===== src/rtl/fetch_sequencer.sv =====
// -----------------------------------------------------------------------------
// fetch_sequencer
//   Multi-cycle control FSM for the tiny RISC-V core. It runs one instruction
//   at a time through FETCH -> DECODE -> EXECUTE -> WRITEBACK. It issues fetches
//   over a request/ack handshake, latches the returned instruction, drives the
//   PC unit's advance/branch controls and the register-file write strobe, and
//   traps misaligned-PC and fetch-timeout faults.
//
// Optional build macro: FETCH_SEQUENCER_INSTRET_EN
//   When defined, adds a 64-bit retired-instruction counter output (instret).
//
// Parameters
//   FETCH_TIMEOUT  cycles allowed in FETCH without fetch_ack (0 = no timeout)
//   TIMEOUT_WIDTH  timeout counter width, 2**TIMEOUT_WIDTH > FETCH_TIMEOUT
//
// Ports
//   clock, reset            core clock, asynchronous active-high reset
//   run                     1 = keep issuing, 0 = stop at instruction boundary
//   program_counter         current PC from the PC unit
//   fetch_request/address   fetch handshake request and address
//   fetch_ack/data          memory response and instruction word
//   instruction             latched instruction register
//   instruction_valid       one-cycle pulse in DECODE
//   execute_done            execute unit finished
//   branch_taken            branch outcome, sampled with execute_done
//   register_write          rd write request, sampled with execute_done
//   pc_advance, pc_branch   PC update strobe and PC+offset select
//   register_write_enable   register-file write strobe in WRITEBACK
//   halted                  high while idle
//   fault, fault_cause      sticky fault flag and cause (01 misaligned, 10 timeout)
//   instret                 retired-instruction count (optional)
// -----------------------------------------------------------------------------
module fetch_sequencer #(
  parameter int FETCH_TIMEOUT = 16,
  parameter int TIMEOUT_WIDTH = 5
) (
  input  logic        clock,
  input  logic        reset,
  input  logic        run,
  input  logic [31:0] program_counter,
  output logic        fetch_request,
  output logic [31:0] fetch_address,
  input  logic        fetch_ack,
  input  logic [31:0] fetch_data,
  output logic [31:0] instruction,
  output logic        instruction_valid,
  input  logic        execute_done,
  input  logic        branch_taken,
  input  logic        register_write,
  output logic        pc_advance,
  output logic        pc_branch,
  output logic        register_write_enable,
  output logic        halted,
  output logic        fault,
  output logic [1:0]  fault_cause
`ifdef FETCH_SEQUENCER_INSTRET_EN
  ,
  output logic [63:0] instret
`endif
);

  typedef enum logic [2:0] {
    IDLE,
    FETCH,
    DECODE,
    EXECUTE,
    WRITEBACK,
    FAULT
  } state_t;

  localparam logic [1:0] CAUSE_MISALIGNED = 2'b01;
  localparam logic [1:0] CAUSE_TIMEOUT    = 2'b10;
  localparam logic [TIMEOUT_WIDTH-1:0] TIMEOUT_LIMIT = TIMEOUT_WIDTH'(FETCH_TIMEOUT - 1);

  state_t                   state;
  state_t                   next_state;
  logic [TIMEOUT_WIDTH-1:0] timeout_count;
  logic                     branch_taken_latched;
  logic                     register_write_latched;
  logic                     load_instruction;
  logic                     latch_execute;
  logic                     set_cause;
  logic [1:0]               next_cause;
  logic                     pc_misaligned;
  logic                     timeout_hit;

  assign pc_misaligned = (program_counter[1:0] != 2'b00);
  assign timeout_hit   = (FETCH_TIMEOUT != 0) && (timeout_count == TIMEOUT_LIMIT);
  assign fetch_address = fetch_request ? program_counter : 32'd0;

  always_ff @(posedge clock or posedge reset) begin
    if (reset) state <= IDLE;
    else       state <= next_state;
  end

  always_comb begin
    next_state            = state;
    fetch_request         = 1'b0;
    instruction_valid     = 1'b0;
    pc_advance            = 1'b0;
    pc_branch             = 1'b0;
    register_write_enable = 1'b0;
    halted                = 1'b0;
    fault                 = 1'b0;
    load_instruction      = 1'b0;
    latch_execute         = 1'b0;
    set_cause             = 1'b0;
    next_cause            = 2'b00;
    case (state)
      IDLE: begin
        halted = 1'b1;
        if (run) begin
          if (pc_misaligned) begin
            next_state = FAULT;
            set_cause  = 1'b1;
            next_cause = CAUSE_MISALIGNED;
          end else begin
            next_state = FETCH;
          end
        end
      end
      FETCH: begin
        // The PC unit only updates at the end of WRITEBACK, so a misaligned
        // target from a branch is first visible here; suppress the request.
        if (pc_misaligned) begin
          next_state = FAULT;
          set_cause  = 1'b1;
          next_cause = CAUSE_MISALIGNED;
        end else begin
          fetch_request = 1'b1;
          if (fetch_ack) begin
            load_instruction = 1'b1;
            next_state       = DECODE;
          end else if (timeout_hit) begin
            next_state = FAULT;
            set_cause  = 1'b1;
            next_cause = CAUSE_TIMEOUT;
          end
        end
      end
      DECODE: begin
        instruction_valid = 1'b1;
        next_state        = EXECUTE;
      end
      EXECUTE: begin
        if (execute_done) begin
          latch_execute = 1'b1;
          next_state    = WRITEBACK;
        end
      end
      WRITEBACK: begin
        pc_advance            = 1'b1;
        pc_branch             = branch_taken_latched;
        register_write_enable = register_write_latched;
        next_state            = run ? FETCH : IDLE;
      end
      FAULT: begin
        fault = 1'b1;
      end
      default: begin
        next_state = IDLE;
      end
    endcase
  end

  always_ff @(posedge clock or posedge reset) begin
    if (reset) begin
      instruction            <= 32'd0;
      timeout_count          <= '0;
      branch_taken_latched   <= 1'b0;
      register_write_latched <= 1'b0;
      fault_cause            <= 2'b00;
    end else begin
      if (load_instruction) instruction <= fetch_data;
      // Counts cycles of an outstanding request; cleared by ack or by leaving FETCH.
      if (fetch_request && !fetch_ack) timeout_count <= timeout_count + TIMEOUT_WIDTH'(1);
      else                             timeout_count <= '0;
      if (latch_execute) begin
        branch_taken_latched   <= branch_taken;
        register_write_latched <= register_write;
      end
      if (set_cause) fault_cause <= next_cause;
    end
  end

`ifdef FETCH_SEQUENCER_INSTRET_EN
  always_ff @(posedge clock or posedge reset) begin
    if (reset)           instret <= 64'd0;
    else if (pc_advance) instret <= instret + 64'd1;
  end
`endif

endmodule


===== config.mk =====
export PLATFORM = sky130hd
export DESIGN_NAME = fetch_sequencer
export DESIGN_NICKNAME = d
export VERILOG_FILES = /design/src/rtl/fetch_sequencer.sv
export SDC_FILE = /design/constraint.sdc
export NUM_CORES = 1
export LEC_CHECK = 0
export CORE_MARGIN = 8
export CORE_UTILIZATION = 39
export CTS_CLUSTER_SIZE = 25
export DETAILED_ROUTE_END_ITERATION = 12
export GPL_ROUTABILITY_DRIVEN = 0
export GPL_TIMING_DRIVEN = 1
export PLACE_DENSITY_LB_ADDON = 0.3
export SLEW_MARGIN = 5
export SYNTH_ARGS = -nofsm -noshare
export SYNTH_HDL_FRONTEND = slang
export SYNTH_SLANG_ARGS = --single-unit
export TNS_END_PERCENT = 50

===== constraint.sdc =====
create_clock -name clock -period 3.2 [get_ports clock]
set_input_delay 0.64 -clock clock [delete_from_list [all_inputs] [get_ports clock]]
set_output_delay 0.64 -clock clock [all_outputs]
set_load 0.03 [all_outputs]

==> impl_metrics.ini <==
[run_status]
status = finished, final reports clean

[layout]
final_util_pct = 66.8
area_growth_pct = 68.3
final_nets = 377
layout.cells.non_filler = 377
final_area_sq_mm = 0.00363
drive_above_1_share_pct = 26.2
diodes = 0

[drt]
dr_total_vias = 1767
drt_wl_total_um = 6190
wl_per_cell_um = 16.4
postRouteAntennaNets = 0
drtPass1Iterations = 4
via_per_inst = 4.69
route.detailed.drc = 0
drtIter0Drc = 45

[clocking]
cts_tree = done
cts_setup_buffers = 0
cts.sinks = 44
cts-hold-fix-buffers = 0
clockBufferDepth = 2
clkSlewWorstSetupHoldPaths_ps = 90
post_cts_resized = 0
insertion_delay_ps = 290
h-tree-depth = 2
cts-buffers-inserted = 5
clockRootBuffer = clkbuf_8

[yosys]
syn_avg_cell_area_sq_um = 12.9
synth_seq_cells = 44
yosysSeqAreaShare_pct = 51.0
postSynth.asyncResetShare_pct = 100
synth_top_area_share_pct = 51.0
synthTopCellsByArea = dfrtp_1 (51%), mux2_4 (19%), and3_1 (9.6%)
synthesis.yosys.warnings = 0
synth-main-ff-cell = dfrtp_1
synthCells = 167
synth_edf_count = 0
synth_top_cell_by_area = dfrtp_1
synth_most_common_cell = dfrtp_1
yosysUniqueCellTypes = 31
synth_common_cells = dfrtp_1 (44), and3_1 (33), mux2_4 (28)
synthesis.area_sq_mm = 0.00216

[floorplanning]
initial_core_util_pct = 39.7
rows = 27
core_region_area_sq_mm = 0.00544
dieArea_sq_mm = 0.00817
ios = 144
die_height_um = 90.4
die_w_um = 90.4

[power_and_ir_drop]
swShare_pct = 37.3
vdd_drop_max_uv = 515
p_clk_share_pct = 15.8
power_density_mw_per_mm2 = 747
leakage_nw = 1.82
p_switching_mw = 1.01
pwr-share-seq_pct = 33.1
intPower_mw = 1.70
p_total_mw = 2.71
combPwrFrac_pct = 51.1

[setup_path]
max_stage_delay_ps = 660
path_cells = nor3b_4, buf_4, and3_1, buf_4
crit_arrival_ps = 2070
cp-start-kind = flip-flop
crit_fanout = 21
worstPathRequired_ps = 2560
slowest_stage = nor3b_4
crit_top_cell = buf_4
crit-reg2reg-launch = state[0]$_DFFE_PP0P_
criticalPathCategory = reg2out
critical_path.startpoint = state[0]$_DFFE_PP0P_
endpoint_kind = output pin

[sta]
worstMarginPinSlew_ps = 1070
period_needed_ps = 2710
tns_ps = 0
fin_skew_ps = 3.23
slew_viol_final = 0
rsz0062_at_grt = false
timing.fmax_mhz = 368
finalWorstSetupSlack_ps = 485
hold_viol = 0
relSlewSlack_pct = 28.0
hold_slack_ps = 474
fin_crit_sh_pct = 84.8
finalSetupViolCount = 0

[job]
cap_violations = 0

[placed_design]
dp_hpwl_um = 4940
io_buffers = 141
placed_cells = 369
dp_slack_ps = 572
postPlaceCellArea_sq_mm = 0.00352

[global_route]
grt_pass1_wl_um = 10100
track_usage_pct = 15.1
grt_start_max_net_pins = 36
overflow = 0
first_global_vias = 1873
antenna_found_initial = 0

[hold_path]
hp-class = reg2reg
worstHoldStart = timeout_count[0]$_DFF_PP0_
[final timing paths]
path	end	slack (ps)	cells after the start
setup / recovery	fetch_address[16]	490	4
hold / removal	timeout_count[0]$_DFF_PP0_	470	1
setup reg to reg	instruction[17]$_DFFE_PP0P_	770	3
hold reg to reg	timeout_count[0]$_DFF_PP0_	470	1
max in group asynchronous	instruction[17]$_DFFE_PP0P_	1720	3
min in group asynchronous	instruction[7]$_DFFE_PP0P_	790	2
[critical path, delay by kind of cell, from the launching register on]
family                 cells  cell delay, ps
AND/OR/NAND/NOR            2             830
flip-flops                 1             500
buffers and inverters      2             450
[registers in the layout, summed over array words and instances, names as in the netlist]
name	count
instruction	32
timeout_count	5
state	3
fault_cause	2
branch_taken_latched	1
register_write_latched	1
[metal layers]
metal	GRT usage, %	vias to the layer above	part of all wire, %
li1	-	849	-
met1	17.4	828	42
met2	24.3	85	47
met3	7.90	5	10
met4	3.33	0	0.79
met5	0	-	0
[cell families after synthesis]
logic type	share of synthesized area (%)
multiplexers	22.6
other	0.174
XOR/XNOR	0.812
AO/OA/AOI/OAI	1.80
buffers and inverters	4.87
AND/OR/NAND/NOR	17.6
adder cells (fa/ha/maj)	1.16
flip-flops	51.0
[layout by cell type (no fill, tap or decap)]
cell type / instances
clkdlybuf4s50_1: 110
dfrtp_1: 44
buf_4: 34
and3_1: 33
mux2_4: 28
mux2_2: 6
nor3_1: 5
clkbuf_8: 5
nor2_1: 4
nand2_1: 4
inv_1: 3
a21oi_1: 2
nor3b_1: 2
and3b_1: 2
ha_1: 2
conb_1: 2
nor3b_4: 1
nand3_4: 1
or2_2: 1
a21boi_0: 1
and2_1: 1
nand3_1: 1
xor2_1: 1
xnor2_1: 1
clkinv_1: 1
nor2b_1: 1
nor4_1: 1
a21o_1: 1
nand4b_1: 1
o21ai_0: 1
or4b_1: 1
a31o_2: 1
clkinvlp_4: 1
inv_6: 1
bufinv_16: 1
[power groups by stage]
stage	combinational, mW	sequential [mW]	clock [mW]
floorplan	0.411	1.28	0
global placement	1.38	0.900	0
detailed placement	1.41	0.897	0
CTS	1.41	0.901	0.442
global route	1.45	0.928	0.464
finish	1.39	0.899	0.428
[final cells by class]
class	instances	area [sq um]
Clock inverter	3	46.3
Clock buffer	5	68.8
Tap cell	72	90.1
Multi-Input combinational cell	105	956
Sequential cell	44	1100
Fill cell	458	1810
Timing Repair Buffer	144	1360
Inverter	4	15.0
Power figures use the tool's default switching activity.
